## src/rtl/lsu_arb_pkg.sv

```systemverilog
// Shared definitions for the two-port LSU arbiter: FSM states, address map
// and the legal byte-mask encodings.
package lsu_arb_pkg;

  typedef enum logic [1:0] {
    ST_IDLE   = 2'd0,
    ST_ACCESS = 2'd1,
    ST_RESP   = 2'd2
  } state_t;

  localparam logic [15:0] DMEM_BASE  = 16'h2000;
  localparam logic [15:0] DMEM_LIMIT = 16'h3FFF;
  localparam logic [15:0] OUT_BASE   = 16'h7000;
  localparam logic [15:0] OUT_LIMIT  = 16'h703F;
  localparam logic [15:0] IN_BASE    = 16'h7800;
  localparam logic [15:0] IN_LIMIT   = 16'h781F;

  localparam logic [3:0] NB_BYTE = 4'b0001;
  localparam logic [3:0] NB_HALF = 4'b0011;
  localparam logic [3:0] NB_WORD = 4'b1111;

  function automatic logic in_region(input logic [15:0] addr,
                                     input logic [15:0] base,
                                     input logic [15:0] limit);
    return (addr >= base) && (addr <= limit);
  endfunction

endpackage

```

## src/rtl/lsu_addr_check.sv

```systemverilog
// Combinational legality check for one access: region, byte mask,
// alignment and write protection of the IN region.
module lsu_addr_check
  import lsu_arb_pkg::*;
(
  input  logic [15:0] addr,
  input  logic [3:0]  num_byte,
  input  logic        wren,
  output logic        illegal
);

  logic in_dmem, in_out, in_in;
  logic size_ok, misaligned;

  assign in_dmem = in_region(addr, DMEM_BASE, DMEM_LIMIT);
  assign in_out  = in_region(addr, OUT_BASE, OUT_LIMIT);
  assign in_in   = in_region(addr, IN_BASE, IN_LIMIT);

  assign size_ok    = (num_byte == NB_BYTE) || (num_byte == NB_HALF) || (num_byte == NB_WORD);
  assign misaligned = ((num_byte == NB_HALF) && addr[0]) ||
                      ((num_byte == NB_WORD) && (addr[1:0] != 2'b00));

  assign illegal = !(in_dmem || in_out || in_in) || !size_ok || misaligned ||
                   (wren && in_in);

endmodule

```

## src/rtl/lsu_arbiter.sv

```systemverilog
// Round-robin arbiter sharing one LSU between the CPU port (m0) and the
// debug/DMA port (m1); every access takes grant, access and response cycles.
//
//   state     | meaning
//   ----------+-----------------------------------------------------------
//   ST_IDLE   | waiting; grants one requesting port combinationally
//   ST_ACCESS | latched fields drive the LSU; load data captured at the end
//   ST_RESP   | rvalid/err/rdata presented on the granted port
module lsu_arbiter
  import lsu_arb_pkg::*;
(
  input  logic        i_clk,
  input  logic        i_rst,

  input  logic        i_m0_req,
  input  logic        i_m0_wren,
  input  logic        i_m0_ld_uns,
  input  logic [3:0]  i_m0_num_byte,
  input  logic [15:0] i_m0_addr,
  input  logic [31:0] i_m0_st_data,
  output logic        o_m0_gnt,
  output logic        o_m0_rvalid,
  output logic        o_m0_err,
  output logic [31:0] o_m0_rdata,

  input  logic        i_m1_req,
  input  logic        i_m1_wren,
  input  logic        i_m1_ld_uns,
  input  logic [3:0]  i_m1_num_byte,
  input  logic [15:0] i_m1_addr,
  input  logic [31:0] i_m1_st_data,
  output logic        o_m1_gnt,
  output logic        o_m1_rvalid,
  output logic        o_m1_err,
  output logic [31:0] o_m1_rdata,

  output logic        o_lsu_wren,
  output logic        o_ld_uns,
  output logic [3:0]  o_num_byte,
  output logic [15:0] o_lsu_addr,
  output logic [31:0] o_st_data,
  input  logic [31:0] i_ld_data
);

  state_t state, state_nx;
  logic   prio;  // port that wins a tie
  logic   grant, sel;

  logic        sel_wren, sel_ld_uns, sel_illegal;
  logic [3:0]  sel_num_byte;
  logic [15:0] sel_addr;
  logic [31:0] sel_st_data;

  logic        q_port, q_wren, q_ld_uns, q_illegal;
  logic [3:0]  q_num_byte;
  logic [15:0] q_addr;
  logic [31:0] q_st_data, q_rdata;

  logic in_access, in_resp, resp0, resp1;

  always_comb begin
    state_nx = state;
    grant    = 1'b0;
    sel      = 1'b0;
    case (state)
      ST_IDLE: begin
        if (!i_rst && (i_m0_req || i_m1_req)) begin
          grant    = 1'b1;
          sel      = (i_m0_req && i_m1_req) ? prio : i_m1_req;
          state_nx = ST_ACCESS;
        end
      end
      ST_ACCESS: state_nx = ST_RESP;
      ST_RESP:   state_nx = ST_IDLE;
      default:   state_nx = ST_IDLE;
    endcase
  end

  assign sel_wren     = sel ? i_m1_wren     : i_m0_wren;
  assign sel_ld_uns   = sel ? i_m1_ld_uns   : i_m0_ld_uns;
  assign sel_num_byte = sel ? i_m1_num_byte : i_m0_num_byte;
  assign sel_addr     = sel ? i_m1_addr     : i_m0_addr;
  assign sel_st_data  = sel ? i_m1_st_data  : i_m0_st_data;

  lsu_addr_check u_addr_check (
    .addr     (sel_addr),
    .num_byte (sel_num_byte),
    .wren     (sel_wren),
    .illegal  (sel_illegal)
  );

  always_ff @(posedge i_clk) begin
    if (i_rst) begin
      state      <= ST_IDLE;
      prio       <= 1'b0;
      q_port     <= 1'b0;
      q_wren     <= 1'b0;
      q_ld_uns   <= 1'b0;
      q_illegal  <= 1'b0;
      q_num_byte <= '0;
      q_addr     <= '0;
      q_st_data  <= '0;
      q_rdata    <= '0;
    end else begin
      state <= state_nx;
      if (grant) begin
        prio       <= ~sel;
        q_port     <= sel;
        q_wren     <= sel_wren;
        q_ld_uns   <= sel_ld_uns;
        q_illegal  <= sel_illegal;
        q_num_byte <= sel_num_byte;
        q_addr     <= sel_addr;
        q_st_data  <= sel_st_data;
      end
      // stores and rejected accesses return zero data
      if (state == ST_ACCESS) q_rdata <= (q_wren || q_illegal) ? '0 : i_ld_data;
    end
  end

  assign in_access = (state == ST_ACCESS);
  assign in_resp   = (state == ST_RESP);

  assign o_m0_gnt = grant & ~sel;
  assign o_m1_gnt = grant & sel;

  assign o_lsu_wren = in_access & q_wren & ~q_illegal;
  assign o_ld_uns   = in_access & q_ld_uns;
  assign o_num_byte = in_access ? q_num_byte : '0;
  assign o_lsu_addr = in_access ? q_addr     : '0;
  assign o_st_data  = in_access ? q_st_data  : '0;

  assign resp0 = in_resp & ~q_port;
  assign resp1 = in_resp &  q_port;

  assign o_m0_rvalid = resp0;
  assign o_m0_err    = resp0 & q_illegal;
  assign o_m0_rdata  = resp0 ? q_rdata : '0;
  assign o_m1_rvalid = resp1;
  assign o_m1_err    = resp1 & q_illegal;
  assign o_m1_rdata  = resp1 ? q_rdata : '0;

endmodule

```

## config.mk

```make
export PLATFORM = sky130hd
export DESIGN_NAME = lsu_arbiter
export DESIGN_NICKNAME = d
export VERILOG_FILES = /design/src/rtl/lsu_arb_pkg.sv /design/src/rtl/lsu_addr_check.sv /design/src/rtl/lsu_arbiter.sv
export SDC_FILE = /design/constraint.sdc
export NUM_CORES = 1
export LEC_CHECK = 0
export BUFFER_PORTS_ARGS = -buffer_cell sky130_fd_sc_hd__clkbuf_2
export CAP_MARGIN = 0
export CORE_MARGIN = 1.5
export CORE_UTILIZATION = 35
export DETAILED_ROUTE_END_ITERATION = 7
export PLACE_DENSITY = 0.66
export SLEW_MARGIN = 5
export SYNTH_ARGS = -nofsm -noshare
export SYNTH_HDL_FRONTEND = slang
export SYNTH_SLANG_ARGS = --single-unit
```

## constraint.sdc

```tcl
create_clock -name i_clk -period 3.71 [get_ports i_clk]
set_input_delay 0.742 -clock i_clk [delete_from_list [all_inputs] [get_ports i_clk]]
set_output_delay 0.742 -clock i_clk [all_outputs]
set_load 0.02 [all_outputs]
```

==> implementation parameters, run 1 <==
Parameter                              Value

Final layout
  Final Net Count ... 922
  Share of final-layout standard cells stronger than drive strength 1 ... 38.4%
  Share of the core filled with cells ... 49.8%
  Area added between synthesis and finish ... 37.4%
  Antenna cells ... 0
  Fill cell total of the finished layout ... 1253

GRT
  First-pass GRT wire length ... 22000 um
  Number of global-route vias before repair ... 4457
  Number of antenna violations at the first check in global routing ... 0
  Overall global routing resource usage ... 19.6%
  Global-route congestion overflow total ... 0
  Pin count of the biggest net entering global routing ... 91

Worst setup path
  Startpoint kind of the worst setup timing path ... input port
  Length in cells of the worst reg-to-reg path ... 6
  Data arrival time at the worst-slack endpoint ... 2.05 ns
  Critical Path Sink Type ... output port
  Category of the most critical setup path ... input port to output port
  Critical Path Fanout Max ... 10
  Data required time at the worst endpoint ... 2.97 ns

Yosys
  Cell variety after synth ... 40
  Most repeated cell in the gate-level netlist after synthesis ... and2_1
  Proportion of register bits with asynchronous set or reset after synthesis ... 0%
  Number of synthesized register bits ... 91
  Syn Nets ... 685
  Count of synthesis-stage warnings from yosys ... 0
  Per-instance average area after synthesis ... 8.53 um^2
  Largest cells by area after synthesis ... dfxtp_1, and2_1, mux2i_1, a211oi_1, nor2_1
  Library cell occupying the most area in the post-synthesis netlist ... dfxtp_1
  Yosys top cell area share ... 39.5%
  Synth Instances ... 541
  Cell types with the highest counts after synthesis ... and2_1, dfxtp_1, nor2_1, mux2i_1, a211oi_1
  Most used flip-flop cell after synthesis ... dfxtp_1
  Number of flops mapped to enable cells by yosys ... 0
  Cell area after technology mapping ... 4610 um^2
  Sequential element share of the synthesized area ... 39.5%

Drt
  Starting DRT DRC Count ... 229
  Post-detailed-route count of antenna-violating nets ... 0
  Total detailed-routing wirelength ... 13700 um
  Via-per-instance ratio ... 4.91
  Number of detailed-routing iterations run before antenna repair ... 4
  WL/cell ... 14.4 um
  DRC violation count after routing ... 0
  Via total after detailed routing ... 4681

Floorplan
  Site row count ... 41
  Floorplan die area ... 13900 um^2
  DIE WIDTH ... 118 um
  Effective utilization at floorplan ... 36.3%
  Die extent in y ... 118 um
  Floorplan core area ... 12700 um^2
  Boundary Pins ... 268

Power and ir drop
  Internal power contribution ... 1.73 mW
  Worst-case vdd ir drop ... 192 uV
  Switching power total ... 671 uW
  Leakage Power ... 3.13 nW
  Part of the power in registers ... 45.6%
  Relative contribution of the clock network to total power ... 35.7%
  Relative contribution of combinational cells to total power ... 18.7%
  Switching fraction of total power ... 27.9%
  Power per cell area ... 380 nW/um^2

STA
  Period Utilization, post-route ... 75.1%
  Max transition margin ... 36.8%
  Fin Clk Skew ... 0.0102 ns
  Highest clock rate ... 0.359 GHz
  Number of setup violations in the final report ... 0
  Total Negative Setup Slacks ... 0 ns
  Slew at the pin with the worst max-slew slack ... 0.949 ns
  Final period demand of the worst path ... 2.79 ns
  Unrepaired setup endpoints after global routing ... false
  Number of max-slew violations in the final report ... 0
  Final hold vios ... 0

Hold path
  Worst hold-check path type ... register to register
  Count of cells along the worst hold path ... 2

Clocking
  Total of cells resized after clock tree synthesis ... 0
  TritonCTS clock tree ... built
  Clock latency on the worst-skew pair ... 0.34 ns
  Setup Fix Bufs, Post-CTS ... 0
  Quantity of hold-fixing buffers added after cts ... 0
  Clock transition at the register clock pins on the worst setup and hold paths after CTS ... 0.06 ns
  Root buffer cell ... clkbuf_16
  CTS HTree Levels ... 3
  Number of buffers on the longest clock path ... 2
  Total clock sinks ... 91
  Total CTS buffers ... 9

Placement
  PortBufs ... 267
  Placer congestion estimate ... 0.855
  Detail Placement HPWL ... 10400 um

Run status
  Status ... finished, final reports clean

Run
  Max Cap Violations ... 0
flip-flops by register name, summed over array words and instances, names as in the netlist:
name and cells:
q_num_byte 4, q_st_data 32, q_rdata 32, q_addr 16, q_illegal 1, q_wren 1, state 2, q_ld_uns 1
q_port 1, prio 1
power by group through the flow:
stage | Clock (mW) | Sequential [mW] | Combinational (mW)
after floorplan | 0 | 1.10 | 0.295
after global placement | 0 | 1.11 | 0.445
after detailed placement | 0 | 1.12 | 0.454
after CTS | 0.891 | 1.10 | 0.456
after global routing | 0.936 | 1.11 | 0.503
final | 0.859 | 1.10 | 0.449
area by class of cell:
cell class / count / area [um^2] / share of cell area (%)
sequential: 91 / 1820 / 28.7
clock inverter: 4 / 26.3 / 0.415
tap: 172 / 215 / 3.40
timing repair buffer: 275 / 1410 / 22.3
multi-input combinational: 399 / 2600 / 41.0
inverter: 2 / 8.76 / 0.138
clock buffer: 11 / 253 / 3.99
through the flow:
step | cells | cell area, um^2 | hold WS [ns] | power [mW] | setup slack (ns)
3_3_place_gp | 939 | 6060 | 0.451 | 1.56 | 0.797
5_1_grt | 954 | 6340 | 0.491 | 2.55 | 0.726
2_1_floorplan | 541 | 4610 | 0.432 | 1.40 | 1.17
6_report | 954 | 6340 | 0.464 | 2.41 | 0.922
3_5_place_dp | 939 | 6060 | 0.455 | 1.57 | 0.740
4_1_cts | 954 | 6340 | 0.465 | 2.44 | 0.860
logic make-up after synthesis:
group | after synthesis | share of synthesized area, %
muxes | 50 | 10.9
AOI/OAI and AO/OA | 99 | 16.0
DFF | 91 | 39.5
and+or+nand+nor | 250 | 29.0
buffers and inverters | 51 | 4.56
critical path, stage by stage:
cell      delay (ns)
clkbuf_2        0.21
or3b_4          0.43
nor3_4          0.39
clkbuf_2        0.26
path summary, 6_finish.rpt:
kind              slack [ns]                       to                     from
hold / removal          0.46  q_addr[15]$_SDFFE_PP0P_  q_addr[15]$_SDFFE_PP0P_
setup / recovery        0.92                 o_m1_gnt                 i_m1_req
setup reg to reg        1.33   q_illegal$_SDFFE_PP0P_    state[1]$_SDFFE_PP0P_
hold reg to reg         0.46  q_addr[15]$_SDFFE_PP0P_  q_addr[15]$_SDFFE_PP0P_
metal layers:
layer	track usage (%)	vias up	routed length, um
met5	0	-	0
met4	7.39	0	245
met3	5.47	18	1150
met2	33.6	215	6490
met1	23.3	2096	5840
li1	-	2352	-
cells in the final DEF (no fill, tap or decap), types with 8 or more instances in the layout:
cell type / count
dfxtp_1: 91
buf_4: 8
nor2_1: 90
and2_1: 119
nand2_1: 8
a211oi_1: 47
clkbuf_2: 266
a22oi_1: 33
mux2i_1: 48
clkbuf_16: 9
Power figures use the tool's default switching activity.
==> inputs of run 2 (changes only) <==
--- a/config.mk
+++ b/config.mk
@@ -10,7 +10,7 @@
 export CORE_MARGIN = 1.5
 export CORE_UTILIZATION = 35
 export DETAILED_ROUTE_END_ITERATION = 7
-export PLACE_DENSITY = 0.66
+export PLACE_DENSITY = 0.69
 export SLEW_MARGIN = 5
 export SYNTH_ARGS = -nofsm -noshare
 export SYNTH_HDL_FRONTEND = slang
==> constraint.sdc (replaced) <==
create_clock -name i_clk -period 2.5 [get_ports i_clk]
set_input_delay 0.5 -clock i_clk [delete_from_list [all_inputs] [get_ports i_clk]]
set_output_delay 0.5 -clock i_clk [all_outputs]
set_load 0.02 [all_outputs]
==> run 2 against run 1 <==
Net effect: global-route usage down 0.87 points; first-iteration DRC count down 38%; wire length down 2.6%; die area unchanged; cell area up 1.3%; sequential share of layout area down 0.36 points; hold slack worse by 0.063 ns; flip-flop and latch count unchanged; clock skew down 0.0016 ns; register-to-register slack worse by 0.99 ns; combinational power up 53%.
==> implementation parameters, run 2 (synthesis gave the netlist of run 1 again) <==
Parameter                              Value

Run status
  Status ... finished, final reports clean

Worst setup path
  Length in cells of the worst reg-to-reg path ... 6 (unchanged)
  Data required time at the worst endpoint ... 2.00 ns (-0.97 ns)
  Buffers plus inverters on the worst setup path ... 2 (unchanged)
  Worst reg2reg startpoint ... state[1]$_SDFFE_PP0P_
  Launching element of the worst setup path ... state[1]$_SDFFE_PP0P_
  Startpoint kind of the worst setup timing path ... register
  Stage delay of the slowest cell on the critical path ... 0.43 ns (about the same)
  Worst reg2reg endpoint ... q_illegal$_SDFFE_PP0P_
  Data arrival time at the worst-slack endpoint ... 1.83 ns (-0.22 ns)
  Number of gates on the worst path with buffers counted ... 4 (unchanged)
  Critical Path Sink Type ... output port
  Setup slack of the most critical reg-to-reg path ... 0.34 ns (-0.99 ns)
  Capture point of the worst path ... o_m1_gnt
  CP max-delay cell ... or3b_4
  Critical Path Fanout Max ... 18 (+8)
  Critical path's top delay family ... simple AND/OR/NAND/NOR gates
  Category of the most critical setup path ... register to output port
  Sequence of cells on the critical path ... or3b_4, nor3_4, buf_4, clkbuf_2

Clocking
  Number of buffers on the longest clock path ... 2 (unchanged)
  TritonCTS clock tree ... built
  Setup Fix Bufs, Post-CTS ... 0 (unchanged)
  Clock latency on the worst-skew pair ... 0.33 ns (about the same)
  Total of cells resized after clock tree synthesis ... 0 (unchanged)
  Clock transition at the register clock pins on the worst setup and hold paths after CTS ... 0.06 ns (about the same)
  Total CTS buffers ... 9 (unchanged)
  CTS HTree Levels ... 3 (unchanged)
  Quantity of hold-fixing buffers added after cts ... 0 (unchanged)
  Root buffer cell ... clkbuf_16
  Total clock sinks ... 91 (unchanged)

Placement
  PortBufs ... 267 (unchanged)
  Placer congestion estimate ... 0.803 (-6.0%)
  Detail Placement HPWL ... 9990 um (-4.3%)
  Number of placed cells counting well taps ... 944 (+0.53%)

Power and ir drop
  Part of the power in registers ... 45.4% (-0.2 points)
  Switching power total ... 997 uW (+49%)
  Relative contribution of combinational cells to total power ... 19.3% (+0.6 points)
  Relative contribution of the clock network to total power ... 35.2% (-0.5 points)
  Power per cell area ... 556 nW/um^2 (+47%)
  Worst-case vdd ir drop ... 250 uV (+30%)
  Switching fraction of total power ... 27.9% (+0.030 points)
  Leakage Power ... 3.17 nW (+1.2%)
  Internal power contribution ... 2.57 mW (+48%)

GRT
  Most utilized layer in the global route result ... met2
  First-pass GRT wire length ... 20900 um (-5.0%)
  Met2 layer usage reported by global route ... 32.3% (-1.3 points)
  Met1 capacity usage during global routing ... 21.5% (-1.8 points)
  Global routing met3 resource utilization ... 5.96% (+0.48 points)
  Overall global routing resource usage ... 18.7% (-0.87 points)
  Number of antenna violations at the first check in global routing ... 0 (unchanged)
  Pin count of the biggest net entering global routing ... 84 (-7.7%)
  Global-route congestion overflow total ... 0 (unchanged)
  Number of global-route vias before repair ... 4174 (-6.3%)

Floorplan
  Effective utilization at floorplan ... 36.3% (unchanged)
  Boundary Pins ... 268 (unchanged)
  Floorplan core area ... 12700 um^2 (unchanged)
  Site row count ... 41 (unchanged)
  Floorplan die area ... 13900 um^2 (unchanged)
  Die extent in y ... 118 um (unchanged)
  DIE WIDTH ... 118 um (unchanged)

STA
  Final hold vios ... 0 (unchanged)
  Number of setup violations in the final report ... 0 (unchanged)
  Final period demand of the worst path ... 2.33 ns
  Total Negative Setup Slacks ... 0 ns (unchanged)
  Period Utilization, post-route ... 93.4%
  Highest clock rate ... 0.428 GHz
  Max transition margin ... 39.4% (+2.6 points)
  Number of max-slew violations in the final report ... 0 (unchanged)
  Unrepaired setup endpoints after global routing ... false
  Slew at the pin with the worst max-slew slack ... 0.909 ns (-0.0394 ns)
  Fin Clk Skew ... 0.00859 ns (-0.00158 ns)

Final layout
  Final Net Count ... 927 (+0.54%)
  Antenna cells ... 0 (unchanged)
  Largest registers ranked by flip-flop count ... q_rdata (32), q_st_data (32), q_addr (16)
  Share of final-layout standard cells stronger than drive strength 1 ... 38.6% (+0.22 points)
  Area added between synthesis and finish ... 39.1%
  Final non-filler cell total ... 960 (+0.63%)
  Most common library cell in the layout ignoring fill and taps ... clkbuf_2
  Commonest non-fill, non-tap cells in the layout ... clkbuf_2, and2_1, dfxtp_1

Drt
  Via-per-instance ratio ... 4.72 (-3.7%)
  Starting DRT DRC Count ... 141 (-38%)
  Total detailed-routing wirelength ... 13400 um (-2.6%)
  DRC violation count after routing ... 0 (unchanged)
  Post-detailed-route count of antenna-violating nets ... 0 (unchanged)
  Number of detailed-routing iterations run before antenna repair ... 5 (+1)
  WL/cell ... 13.9 um (-3.2%)
  Via total after detailed routing ... 4535 (-3.1%)

Hold path
  Worst hold-check path type ... input port to register

Run
  Max Cap Violations ... 0 (unchanged)
## run 2: per-layer routing
metal  share of wire, %  wire length (um)
met5                  0                 0
met4                2.0               265
met3                9.1              1220
met2                 48              6410
met1                 41              5470
## run 2: how the worst min path moves through the flow
| stage | from | to | slack, ns | cells after the start |
|---|---|---|---|---|
| 2_1_floorplan | q_addr[15]$_SDFFE_PP0P_ | q_addr[15]$_SDFFE_PP0P_ | 0.43 | 2 |
| 5_1_grt | i_ld_data[20] | q_rdata[20]$_SDFFE_PP0N_ | 0.41 | 3 |
| 4_1_cts | i_ld_data[23] | q_rdata[23]$_SDFFE_PP0N_ | 0.38 | 3 |
| 6_report | i_ld_data[23] | q_rdata[23]$_SDFFE_PP0N_ | 0.40 | 3 |
| 3_3_place_gp | q_addr[15]$_SDFFE_PP0P_ | q_addr[15]$_SDFFE_PP0P_ | 0.46 | 2 |
| 3_5_place_dp | q_addr[15]$_SDFFE_PP0P_ | q_addr[15]$_SDFFE_PP0P_ | 0.47 | 2 |
## run 2: power groups by stage
stage,combinational [mW],clock [mW],sequential [mW]
5_1_grt,0.768,1.35,1.64
3_5_place_dp,0.696,0,1.66
3_3_place_gp,0.691,0,1.65
2_1_floorplan,0.438,0,1.64
4_1_cts,0.699,1.30,1.62
6_report,0.689,1.26,1.62
## run 2: worst reg2reg max path, stage by stage, from the launching register on
cell	delay, ns
dfxtp_1	0.36
or3b_4	0.43
nor3_4	0.19
buf_4	0.30
mux2i_1	0.14
a2111o_1	0.37
o31a_1	0.27
## run 2: area by class of cell
type / count / area [um^2]
clock buffers: 12 / 246
clock inverters: 4 / 26.3
fillers: 1295 / 6300
inverters: 2 / 8.76
multi-input cells: 399 / 2600
flip-flops and latches: 91 / 1820
well taps: 172 / 215
repair buffers: 280 / 1500
## run 2: through the flow
stage	util, %	hold WS [ns]	instance area (um^2)	setup WS, ns	power (mW)
global placement	48.3	0.464	6150	0.149	2.34
floorplan	-	0.432	4610	0.199	2.07
detailed placement	48.3	0.474	6150	0.132	2.35
CTS	50.5	0.385	6420	0.140	3.62
finish	50.5	0.401	6420	0.165	3.57
global route	50.5	0.405	6420	0.0705	3.75
==> inputs of run 3 (changes only) <==
--- a/config.mk
+++ b/config.mk
@@ -8,9 +8,9 @@
 export BUFFER_PORTS_ARGS = -buffer_cell sky130_fd_sc_hd__clkbuf_2
 export CAP_MARGIN = 0
 export CORE_MARGIN = 1.5
-export CORE_UTILIZATION = 35
+export CORE_UTILIZATION = 40
 export DETAILED_ROUTE_END_ITERATION = 7
-export PLACE_DENSITY = 0.69
+export PLACE_DENSITY = 0.77
 export SLEW_MARGIN = 5
 export SYNTH_ARGS = -nofsm -noshare
 export SYNTH_HDL_FRONTEND = slang
==> constraint.sdc (replaced) <==
create_clock -name i_clk -period 1.95 [get_ports i_clk]
set_input_delay 0.39 -clock i_clk [delete_from_list [all_inputs] [get_ports i_clk]]
set_output_delay 0.39 -clock i_clk [all_outputs]
set_load 0.02 [all_outputs]
==> run 3 against run 2 <==
Net effect: the flow now finishes with violations (setup timing); critical path depth increased by 2; non-clock buffer count rose by 38; sequential power is 30% higher; wire length rose by 31%; worst setup slack worse by 0.33 ns; flip-flop and latch count unchanged; final cell count is 0.94% higher; global-route usage grew 3.9 points.
==> implementation parameters, run 3 (synthesis gave the netlist of run 1 again) <==
Parameter                              Value

Run status
  Status ... finished with violations
  Failing checks ... setup timing

Final layout
  Area added between synthesis and finish ... 79.6%
  Most common library cell in the layout ignoring fill and taps ... clkbuf_2
  Final Net Count ... 965 (+4.1%)
  Final Instance Area ... 8280 um^2 (+29%)
  Commonest non-fill, non-tap cells in the layout ... clkbuf_2, and2_4, buf_6
  Share of final-layout standard cells stronger than drive strength 1 ... 56.5% (+18 points)
  Antenna cells ... 0 (unchanged)
  Share of the core filled with cells ... 73.2% (+23 points)
  Final non-filler cell total ... 969 (+0.94%)
  Largest registers ranked by flip-flop count ... q_rdata (32), q_st_data (32), q_addr (16)

STA
  Number of max-slew violations in the final report ... 0 (unchanged)
  Max transition margin ... 57.4% (+18 points)
  Number of setup violations in the final report ... 55 (+55)
  Hold slack final ... 0.288 ns (-0.113 ns)
  Slew at the pin with the worst max-slew slack ... 0.639 ns (-0.270 ns)
  Fin Clk Skew ... 0.00649 ns (-0.00210 ns)
  Total Negative Setup Slacks ... -4.06 ns (-4.06 ns)
  Unrepaired setup endpoints after global routing ... true
  Highest clock rate ... 0.473 GHz
  Setup WS post-layout ... -0.165 ns (-0.331 ns)
  Period Utilization, post-route ... 108%
  Final hold vios ... 0 (unchanged)
  Final period demand of the worst path ... 2.12 ns

Power and ir drop
  Power per cell area ... 619 nW/um^2 (+11%)
  Worst-case vdd ir drop ... 385 uV (+54%)
  Leakage Power ... 3.87 nW (+22%)
  Total design power ... 5.13 mW (+44%)

Run
  Max Cap Violations ... 0 (unchanged)

Floorplan
  DIE WIDTH ... 110 um (-6.3%)
  Site row count ... 39 (-4.9%)
  Effective utilization at floorplan ... 40.7% (+4.5 points)
  Floorplan core area ... 11300 um^2 (-11%)
  Floorplan die area ... 12200 um^2 (-12%)
  Boundary Pins ... 268 (unchanged)
  Die extent in y ... 110 um (-6.3%)

Worst setup path
  Stage delay of the slowest cell on the critical path ... 0.37 ns (-0.06 ns)
  Critical Path Fanout Max ... 8 (-10)
  Category of the most critical setup path ... register to output port
  Sequence of cells on the critical path ... buf_6, and3b_2, buf_12, clkbuf_16, and2_4, buf_6
  Data arrival time at the worst-slack endpoint ... 1.73 ns (-0.10 ns)
  Critical path's top delay family ... buffers and inverters
  Length in cells of the worst reg-to-reg path ... 5 (-1)
  Most prevalent standard cell on the critical path ... buf_6
  CP max-delay cell ... and3b_2
  Startpoint kind of the worst setup timing path ... register
  Critical Path Sink Type ... output port
  Data required time at the worst endpoint ... 1.56 ns (-0.44 ns)
  Worst reg2reg startpoint ... state[1]$_SDFFE_PP0P_
  Number of gates on the worst path with buffers counted ... 6 (+2)
  Buffers plus inverters on the worst setup path ... 4 (+2)
  Launching element of the worst setup path ... state[0]$_SDFFE_PP0P_

Drt
  Post-detailed-route count of antenna-violating nets ... 0 (unchanged)
  Via-per-instance ratio ... 5.39 (+14%)
  Number of detailed-routing iterations run before antenna repair ... 5 (unchanged)
  Total detailed-routing wirelength ... 17600 um (+31%)
  DRC violation count after routing ... 0 (unchanged)
  Via total after detailed routing ... 5223 (+15%)
  Starting DRT DRC Count ... 383 (+170%)
  WL/cell ... 18.1 um (+30%)

Hold path
  Count of cells along the worst hold path ... 3 (unchanged)
  Worst hold-check path type ... input port to register
  Startpoint of the tightest hold check path ... i_ld_data[24]

Placement
  PortBufs ... 267 (unchanged)
  Minimum setup slack after placement ... -0.392 ns (-0.524 ns)
  Detail Placement HPWL ... 10300 um (+3.2%)
  Placer congestion estimate ... 0.824 (+2.6%)
  Placed inst area ... 6190 um^2 (+0.65%)
  Number of placed cells counting well taps ... 925 (-2.0%)

Clocking
  Total CTS buffers ... 9 (unchanged)
  Clock latency on the worst-skew pair ... 0.34 ns (about the same)
  TritonCTS clock tree ... built
  CTS HTree Levels ... 3 (unchanged)
  Number of buffers on the longest clock path ... 2 (unchanged)
  Root buffer cell ... clkbuf_16
  Total clock sinks ... 91 (unchanged)
  Clock transition at the register clock pins on the worst setup and hold paths after CTS ... 0.06 ns (about the same)

GRT
  First-pass GRT wire length ... 21000 um (+0.56%)
  Pin count of the biggest net entering global routing ... 59 (-30%)
  Number of antenna violations at the first check in global routing ... 0 (unchanged)
  Overall global routing resource usage ... 22.6% (+3.9 points)
  Global-route congestion overflow total ... 0 (unchanged)
  Number of global-route vias before repair ... 4275 (+2.4%)
==> run 3: cell types whose count changed in the layout (fill, tap and decap cells not counted), sizes merged <==
cell,previous run,this run
buf,14,165
clkbuf,278,162
clkinv,4,1
clkinvlp,1,4
inv,1,3
bufinv,0,1
==> run 3: what timing repair did <==
item | in CTS | in global routing
hold buffers | 0 | 0
gates cloned | 5 | 11
setup endpoints to repair | 75 | 129
setup buffers | 6 | 6
gates resized for setup | 147 | 367
pin swaps | 5 | 37
==> run 3: worst min-delay path: stages <==
cell and delay, ns:
clkbuf_2 0.08, a22oi_1 0.05, nor2_1 0.07
==> run 3: worst paths after layout <==
check | slack (ns) | endpoint
setup / recovery | -0.17 | o_m1_rdata[14]
hold / removal | 0.29 | q_rdata[24]$_SDFFE_PP0N_
setup reg to reg | -0.13 | q_illegal$_SDFFE_PP0P_
hold reg to reg | 0.48 | q_addr[15]$_SDFFE_PP0P_
==> run 3: final cells by class <==
class                   instances  area [um^2]
fillers                       779         3040
multi-input cells             399         2930
well taps                     143          179
clock buffers                   9          225
inverters                       2         12.5
clock inverters                 7         77.6
repair buffers                318         3040
flip-flops and latches         91         1820
==> run 3: report_power, final <==
group	total, mW	switching, mW	internal, mW	leakage [nW]
combinational	1.25	0.606	0.647	2.98
sequential	2.10	0.0966	2.01	0.748
clock	1.77	0.774	1.00	0.134
==> run 3: routing by layer <==
layer,vias up,global-route usage (%),part of all wire [%]
li1,2438,-,-
met2,301,40.2,51
met3,36,3.76,8.4
met5,-,0,0
met4,0,9.43,2.9
met1,2448,26.8,38
